**src/rtl/axis_image_pipe_ctrl_pkg.sv**
```systemverilog
// Shared configuration for the image-pipe packet sequencer.
// Holds the header field layout, config beat counts, derived widths and
// the sequencer state encoding. Every file of the block imports this package.
package axis_image_pipe_ctrl_pkg;

  localparam int unsigned WORD_WIDTH         = 8;
  localparam int unsigned KERNEL_H_MAX       = 3;
  localparam int unsigned BEATS_CONFIG_3X3_1 = 20;
  localparam int unsigned BEATS_CONFIG_1X1_1 = 12;
  localparam int unsigned BITS_OTHER         = 8;
  localparam int unsigned I_IM_IN_IS_MAXPOOL = 0;
  localparam int unsigned I_IM_IN_KERNEL_H_1 = I_IM_IN_IS_MAXPOOL + BITS_OTHER;

  localparam int unsigned BITS_KERNEL_H_MAX  = $clog2(KERNEL_H_MAX);
  localparam int unsigned BITS_CONFIG_COUNT  = $clog2(BEATS_CONFIG_3X3_1 + 1);
  localparam int unsigned HDR_W              = I_IM_IN_KERNEL_H_1 + BITS_KERNEL_H_MAX;

  typedef enum logic [1:0] {
    ST_IDLE = 2'd0,
    ST_CFG  = 2'd1,
    ST_PIX  = 2'd2
  } state_e;

endpackage

```
**src/rtl/axis_image_pipe_ctrl_if.sv**
```systemverilog
// Handshake bundle around the image-pipe sequencer.
//   s_1_*   : stream-1 slave side (valid/last/header bits in, ready out)
//   s_2_*   : stream-2 slave side (valid/last in, ready out)
//   m_*     : downstream side (ready in; valid, cfg qualifier, tuser out)
// Modport slave is the sequencer's view; modport master is the environment's.
interface axis_image_pipe_ctrl_if;
  import axis_image_pipe_ctrl_pkg::*;

  logic                         s_1_tvalid;
  logic                         s_1_tlast;
  logic [HDR_W-1:0]             s_1_hdr;
  logic                         s_1_tready;
  logic                         s_2_tvalid;
  logic                         s_2_tlast;
  logic                         s_2_tready;
  logic                         m_tready;
  logic                         m_tvalid;
  logic                         m_is_cfg;
  logic [BITS_KERNEL_H_MAX-1:0] m_tuser;

  modport slave (
    input  s_1_tvalid, s_1_tlast, s_1_hdr, s_2_tvalid, s_2_tlast, m_tready,
    output s_1_tready, s_2_tready, m_tvalid, m_is_cfg, m_tuser
  );

  modport master (
    output s_1_tvalid, s_1_tlast, s_1_hdr, s_2_tvalid, s_2_tlast, m_tready,
    input  s_1_tready, s_2_tready, m_tvalid, m_is_cfg, m_tuser
  );

endinterface

```
**src/rtl/axis_image_pipe_ctrl.sv**
```systemverilog
// Packet sequencer in front of the two-stream image input pipe.
// Consumes the header beat, then passes config beats followed by pixel
// beats, joining stream 1 and (in maxpool/dual mode) stream 2 in lockstep.
// Ports:
//   aclk, aresetn : clock, asynchronous active-low reset
//   bus           : axis_image_pipe_ctrl_if.slave (streams + downstream)
//   dual_mode     : latched maxpool flag, both streams active
//   err_last      : sticky tlast-mismatch error, cleared by reset only
// Optional (AXIS_IMAGE_PIPE_CTRL_STATS_EN defined):
//   pkt_count     : normal packet ends, wraps at 2^32
//   pix_beats     : pixel transfers of the current packet
module axis_image_pipe_ctrl
  import axis_image_pipe_ctrl_pkg::*;
(
  input  logic                   aclk,
  input  logic                   aresetn,
  axis_image_pipe_ctrl_if.slave  bus,
  output logic                   dual_mode,
  output logic                   err_last
`ifdef AXIS_IMAGE_PIPE_CTRL_STATS_EN
  ,
  output logic [31:0]            pkt_count,
  output logic [31:0]            pix_beats
`endif
);

  state_e                       state_q, state_d;
  logic [BITS_CONFIG_COUNT-1:0] cfg_cnt_q, cfg_cnt_d;
  logic [BITS_KERNEL_H_MAX-1:0] kernel_h_1_q, kernel_h_1_d;
  logic                         dual_mode_q, dual_mode_d;
  logic                         err_last_q, err_last_d;

  logic                         join_valid_c;
  logic                         xfer_c;
  logic                         last_mismatch_c;
  logic                         any_last_c;
  logic [BITS_KERNEL_H_MAX-1:0] hdr_kh_c;
  logic                         m_tvalid_c, s_1_tready_c, s_2_tready_c, m_is_cfg_c;
  logic                         unused_hdr_c;

  // Lockstep join: stream 2 only participates in dual mode.
  assign join_valid_c    = bus.s_1_tvalid & (~dual_mode_q | bus.s_2_tvalid);
  assign xfer_c          = join_valid_c & bus.m_tready;
  assign last_mismatch_c = dual_mode_q & (bus.s_1_tlast ^ bus.s_2_tlast);
  assign any_last_c      = bus.s_1_tlast | (dual_mode_q & bus.s_2_tlast);
  assign hdr_kh_c        = bus.s_1_hdr[I_IM_IN_KERNEL_H_1 +: BITS_KERNEL_H_MAX];
  // The "other" header bits are carried on the bus but not interpreted here.
  assign unused_hdr_c    = ^bus.s_1_hdr;

  // State register.
  always_ff @(posedge aclk or negedge aresetn) begin
    if (!aresetn) begin
      state_q      <= ST_IDLE;
      cfg_cnt_q    <= '0;
      kernel_h_1_q <= '0;
      dual_mode_q  <= 1'b0;
      err_last_q   <= 1'b0;
    end else begin
      state_q      <= state_d;
      cfg_cnt_q    <= cfg_cnt_d;
      kernel_h_1_q <= kernel_h_1_d;
      dual_mode_q  <= dual_mode_d;
      err_last_q   <= err_last_d;
    end
  end

  // Next-state and handshake gating.
  always_comb begin
    state_d      = state_q;
    cfg_cnt_d    = cfg_cnt_q;
    kernel_h_1_d = kernel_h_1_q;
    dual_mode_d  = dual_mode_q;
    err_last_d   = err_last_q;
    m_tvalid_c   = 1'b0;
    s_1_tready_c = 1'b0;
    s_2_tready_c = 1'b0;
    m_is_cfg_c   = 1'b0;

    case (state_q)
      ST_IDLE: begin
        // Ready is held low while reset is asserted so every output reads 0.
        s_1_tready_c = aresetn;
        if (bus.s_1_tvalid) begin
          kernel_h_1_d = hdr_kh_c;
          dual_mode_d  = bus.s_1_hdr[I_IM_IN_IS_MAXPOOL];
          cfg_cnt_d    = (hdr_kh_c == '0) ? BITS_CONFIG_COUNT'(BEATS_CONFIG_1X1_1)
                                          : BITS_CONFIG_COUNT'(BEATS_CONFIG_3X3_1);
          if (bus.s_1_tlast) begin
            err_last_d = 1'b1;
          end else begin
            state_d = ST_CFG;
          end
        end
      end

      ST_CFG: begin
        m_tvalid_c   = join_valid_c;
        s_1_tready_c = xfer_c;
        s_2_tready_c = dual_mode_q & xfer_c;
        m_is_cfg_c   = 1'b1;
        if (xfer_c) begin
          if (any_last_c) begin
            err_last_d = 1'b1;
            state_d    = ST_IDLE;
          end else if (cfg_cnt_q == '0) begin
            state_d = ST_PIX;
          end else begin
            cfg_cnt_d = cfg_cnt_q - BITS_CONFIG_COUNT'(1);
          end
        end
      end

      ST_PIX: begin
        m_tvalid_c   = join_valid_c;
        s_1_tready_c = xfer_c;
        s_2_tready_c = dual_mode_q & xfer_c;
        if (xfer_c) begin
          if (last_mismatch_c) begin
            err_last_d = 1'b1;
            state_d    = ST_IDLE;
          end else if (bus.s_1_tlast) begin
            state_d = ST_IDLE;
          end
        end
      end

      default: begin
        state_d = ST_IDLE;
      end
    endcase
  end

  assign bus.m_tvalid   = m_tvalid_c;
  assign bus.s_1_tready = s_1_tready_c;
  assign bus.s_2_tready = s_2_tready_c;
  assign bus.m_is_cfg   = m_is_cfg_c;
  assign bus.m_tuser    = kernel_h_1_q;
  assign dual_mode      = dual_mode_q;
  assign err_last       = err_last_q;

`ifdef AXIS_IMAGE_PIPE_CTRL_STATS_EN
  logic        hdr_acc_c, pix_xfer_c, pkt_end_c;
  logic [31:0] pkt_count_q, pkt_count_d;
  logic [31:0] pix_beats_q, pix_beats_d;

  assign hdr_acc_c  = (state_q == ST_IDLE) & bus.s_1_tvalid;
  assign pix_xfer_c = (state_q == ST_PIX) & xfer_c;
  assign pkt_end_c  = pix_xfer_c & bus.s_1_tlast & ~last_mismatch_c;

  // Packet and pixel-beat counters; pix_beats restarts at each header.
  always_comb begin
    pkt_count_d = pkt_count_q + 32'(pkt_end_c);
    pix_beats_d = hdr_acc_c ? 32'd0 : pix_beats_q + 32'(pix_xfer_c);
  end

  always_ff @(posedge aclk or negedge aresetn) begin
    if (!aresetn) begin
      pkt_count_q <= '0;
      pix_beats_q <= '0;
    end else begin
      pkt_count_q <= pkt_count_d;
      pix_beats_q <= pix_beats_d;
    end
  end

  assign pkt_count = pkt_count_q;
  assign pix_beats = pix_beats_q;
`endif

endmodule

```
**src/flat_wrapper.sv**
```systemverilog
// flat-port wrapper written by rule: the top's interface ports become plain ports
module axis_image_pipe_ctrl_flat import axis_image_pipe_ctrl_pkg::*;
  (aclk, aresetn, dual_mode, err_last, bus_s_1_tvalid, bus_s_1_tlast, bus_s_1_hdr, bus_s_2_tvalid, bus_s_2_tlast, bus_m_tready, bus_s_1_tready, bus_s_2_tready, bus_m_tvalid, bus_m_is_cfg, bus_m_tuser);
  axis_image_pipe_ctrl_if bus_i ();
  input  logic aclk;
  input  logic aresetn;
  output logic dual_mode;
  output logic err_last;
  input wire logic [$bits(bus_i.s_1_tvalid)-1:0] bus_s_1_tvalid;
  input wire logic [$bits(bus_i.s_1_tlast)-1:0] bus_s_1_tlast;
  input wire logic [$bits(bus_i.s_1_hdr)-1:0] bus_s_1_hdr;
  input wire logic [$bits(bus_i.s_2_tvalid)-1:0] bus_s_2_tvalid;
  input wire logic [$bits(bus_i.s_2_tlast)-1:0] bus_s_2_tlast;
  input wire logic [$bits(bus_i.m_tready)-1:0] bus_m_tready;
  output wire logic [$bits(bus_i.s_1_tready)-1:0] bus_s_1_tready;
  output wire logic [$bits(bus_i.s_2_tready)-1:0] bus_s_2_tready;
  output wire logic [$bits(bus_i.m_tvalid)-1:0] bus_m_tvalid;
  output wire logic [$bits(bus_i.m_is_cfg)-1:0] bus_m_is_cfg;
  output wire logic [$bits(bus_i.m_tuser)-1:0] bus_m_tuser;
  assign bus_i.s_1_tvalid = bus_s_1_tvalid;
  assign bus_i.s_1_tlast = bus_s_1_tlast;
  assign bus_i.s_1_hdr = bus_s_1_hdr;
  assign bus_i.s_2_tvalid = bus_s_2_tvalid;
  assign bus_i.s_2_tlast = bus_s_2_tlast;
  assign bus_i.m_tready = bus_m_tready;
  assign bus_s_1_tready = bus_i.s_1_tready;
  assign bus_s_2_tready = bus_i.s_2_tready;
  assign bus_m_tvalid = bus_i.m_tvalid;
  assign bus_m_is_cfg = bus_i.m_is_cfg;
  assign bus_m_tuser = bus_i.m_tuser;
  axis_image_pipe_ctrl u_core (.aclk(aclk), .aresetn(aresetn), .bus(bus_i), .dual_mode(dual_mode), .err_last(err_last));
endmodule
```
**config.mk**
```make
export PLATFORM = sky130hd
export DESIGN_NAME = axis_image_pipe_ctrl_flat
export DESIGN_NICKNAME = d
export VERILOG_FILES = /design/src/rtl/axis_image_pipe_ctrl_pkg.sv /design/src/rtl/axis_image_pipe_ctrl_if.sv /design/src/rtl/axis_image_pipe_ctrl.sv /design/src/flat_wrapper.sv
export SDC_FILE = /design/constraint.sdc
export NUM_CORES = 1
export LEC_CHECK = 0
export ABC_CLOCK_PERIOD_IN_PS = 3850
export CAP_MARGIN = 20
export CORE_MARGIN = 8
export CORE_UTILIZATION = 30
export CTS_BUF_LIST = sky130_fd_sc_hd__clkbuf_4 sky130_fd_sc_hd__clkbuf_8
export DETAILED_ROUTE_END_ITERATION = 12
export DONT_BUFFER_PORTS = 1
export GPL_ROUTABILITY_DRIVEN = 0
export GPL_TIMING_DRIVEN = 1
export PLACE_DENSITY = 0.43
export REMOVE_ABC_BUFFERS = 1
export SLEW_MARGIN = 20
export SYNTH_ARGS = -nofsm -noshare
export SYNTH_HDL_FRONTEND = slang
export SYNTH_SLANG_ARGS = --single-unit
```
**constraint.sdc**
```tcl
create_clock -name aclk -period 3.85 [get_ports aclk]
set_clock_uncertainty 0.15 [all_clocks]
set_input_delay 0.77 -clock aclk [delete_from_list [all_inputs] [get_ports aclk]]
set_output_delay 0.77 -clock aclk [all_outputs]
set_load 0.1 [all_outputs]
```
==> out/qor.csv <==
stage,metric,value,unit
floorplan,core,0.00248,mm²
global_routing,grt_use_total,9.14,%
timing,period_minus_slack,2.90,ns
placed_design,numPortBuffers,0,
critical_path,path_common_cell,buf_4,
synth,synth_edf_count,0,
timing,hold_viol,0,
drt,drc_errors,0,
clock_tree,htree_levels,1,
timing,final.setup.tns,0,ns
global_routing,grt_pass1_vias,659,
synth,synth_async_sr_flop_share,100,%
critical_path,worst_ep_arrival_time,1.98,ns
drt,antenna_left,0,
synth,synthesis.area,783,µm²
placed_design,hpwl,1500,µm
timing,worst_pin_slew,0.908,ns
critical_path,required,2.93,ns
outcome,status,"finished, final reports clean",
floorplan,start_util,31.6,%
flow_run,drv_cap,0,
clock_tree,numClockSinks,11,
layout,final_layout_size_suffix_gt1_share,25.0,%
drt,drt-initial-drc-count,24,
clock_tree,ctsResizeCount,0,
synth,syn_inst,82,
synth,avgSynthCellArea,9.55,µm²
global_routing,grt_max_degree,13,
timing,slew_violations,0,
floorplan,die_width,67.1,µm
synth,ys_types,36,
clock_tree,holdBufCountCts,0,
synth,yosys.area.top_type,dfrtp_1,
synth,ys_seq_area_share,35.1,%
layout,nFillCells,285,
synth,ys.flop_type,dfrtp_1,
clock_tree,post-cts-setup-buffers,0,
clock_tree,cts_root_buf,clkbuf_4,
global_routing,grt_pass1_wl,3220,µm
drt,vias_per_cell,5.44,
floorplan,ios,25,
synth,yosys_warnings,0,
floorplan,rows,18,
clock_tree,max-clock-path-buffers,2,
drt,dr.pass1.iters,4,
clock_tree,cts.reportedPaths.clkPinSlew,0.08,ns
synth,synthTopCellsByArea,"dfrtp_1, ha_1, mux2_2",
timing,fin_crit_sh,75.3,%
synth,ys_ff_latch,11,
floorplan,fp.dieH,67.1,µm
critical_path,endpoint_kind,output pin,
timing,rsz0062_at_grt,no,
min_path,hp-class,input port to asynchronous set/reset pin,
drt,routed_wl,1910,µm
layout,areaGrowthSynthToFinish,12.5,%
critical_path,crit_fanout,7,
global_routing,overflow,0,
critical_path,crit_chain,"buf_4, nor2b_1, buf_4, nor2_1, a22oi_1, nor2_2, buf_4",
layout,antennaDiodeCount,0,
clock_tree,clock_latency,0.26,ns
floorplan,die_area,0.00450,mm²
critical_path,worst_path_max_delay_cell,dfrtp_1,
timing,timing.slew.headroom,39.5,%
layout,final_nets,111,
critical_path,cpPeakStageDelay,0.36,ns
timing,finalSetupViolCount,0,
timing,max_clock_freq,0.345,GHz
synth,synth_top_cell_area_share,35.1,%
critical_path,reg2regPathDepth,7,
global_routing,antenna_found_initial,0,
clock_tree,cts_made_buffers,3,
critical_path,critPathKind,register to output pin,
critical_path,startpoint_type,register,
drt,vias,642,
drt,routedWlPerCell,16.2,µm
clock_tree,cts_tree,done,
kinds of logic (layout without fill, tap and decap cells):
family / count (synthesis) / in the layout / synth area share, %
buf+inv: 10 / 16 / 5.43
flops: 11 / 11 / 35.1
simple gates: 29 / 29 / 22.5
fa+ha+maj: 5 / 5 / 7.99
compound gates: 22 / 22 / 22.0
mux: 5 / 5 / 6.87
path summary, 6_finish.rpt:
path	from	slack, ns	end
min in group aclk	u_core.cfg_cnt_q[4]	0.36	u_core.cfg_cnt_q[4]
max in group asynchronous	aresetn	3.43	u_core.state_q[0]
setup / recovery	u_core.dual_mode	0.95	bus_s_1_tready
hold / removal	aresetn	0.04	u_core.cfg_cnt_q[4]
hold reg to reg	u_core.cfg_cnt_q[4]	0.36	u_core.cfg_cnt_q[4]
setup reg to reg	u_core.state_q[1]	1.80	u_core.cfg_cnt_q[0]
synthesized netlist by cell type, types with 3 or more instances:
library cell  instances
nor2_1                5
dfrtp_1              11
buf_2                 4
a21oi_1               3
a31oi_1               3
ha_1                  5
inv_1                 6
nand2_1               5
nor3_1                5
mux2_2                3
cell usage in the layout (no fill, tap or decap), types with 2 or more instances in the layout:
| cell type | count |
|---|---|
| inv_1 | 6 |
| mux2_2 | 3 |
| ha_1 | 5 |
| nand4_1 | 2 |
| mux2i_1 | 2 |
| nor2_2 | 2 |
| nand2b_1 | 2 |
| clkbuf_4 | 4 |
| dfrtp_1 | 11 |
| nor2b_1 | 2 |
| buf_4 | 6 |
| a21oi_1 | 3 |
| a31oi_1 | 3 |
| nor2_1 | 3 |
| nor3_1 | 5 |
| nand2_1 | 5 |
| a21o_1 | 2 |
| o31ai_1 | 2 |
metrics by stage:
stage	hold WS (ns)	instances	instance area, µm²	utilization (%)	worst slack, ns
after floorplan	0.302	78	763	-	0.252
after global placement	0.325	114	851	34.3	1.19
after detailed placement	0.325	114	851	34.3	1.19
after CTS	0.0361	118	881	35.6	0.932
after global routing	0.0293	118	881	35.6	0.856
final	0.0444	118	881	35.6	0.951
flip-flops by register name, summed over array words and instances (netlist names):
register            cells
u_core.state_q          2
u_core.err_last         1
u_core.cfg_cnt_q        5
u_core.bus.m_tuser      2
u_core.dual_mode        1
critical path: cells and delay by family, from the launching register on:
kind / cells / cell delay (ns)
AO/OA/AOI/OAI: 1 / 0.14
AND/OR/NAND/NOR: 3 / 0.52
flip-flops: 1 / 0.36
buffers and inverters: 3 / 0.69
cell type report:
type / count / area [µm²] / share of cell area [%]
sequential: 11 / 275 / 31.2
clock buffer: 4 / 30.0 / 3.41
inverter: 6 / 22.5 / 2.56
multi-input combinational: 61 / 470 / 53.4
timing repair buffer: 6 / 45.0 / 5.11
tap: 30 / 37.5 / 4.26
per-layer routing:
metal	up-vias	global-route usage [%]	wire, µm
met1	295	12.8	892
li1	315	-	-
met3	2	2.85	211
met4	0	2.35	15
met5	-	0	0
met2	30	13.1	788
Power is left out: the tool's default activity adds up to more than one toggle a clock period on the data nets, which glitch-free logic cannot reach.
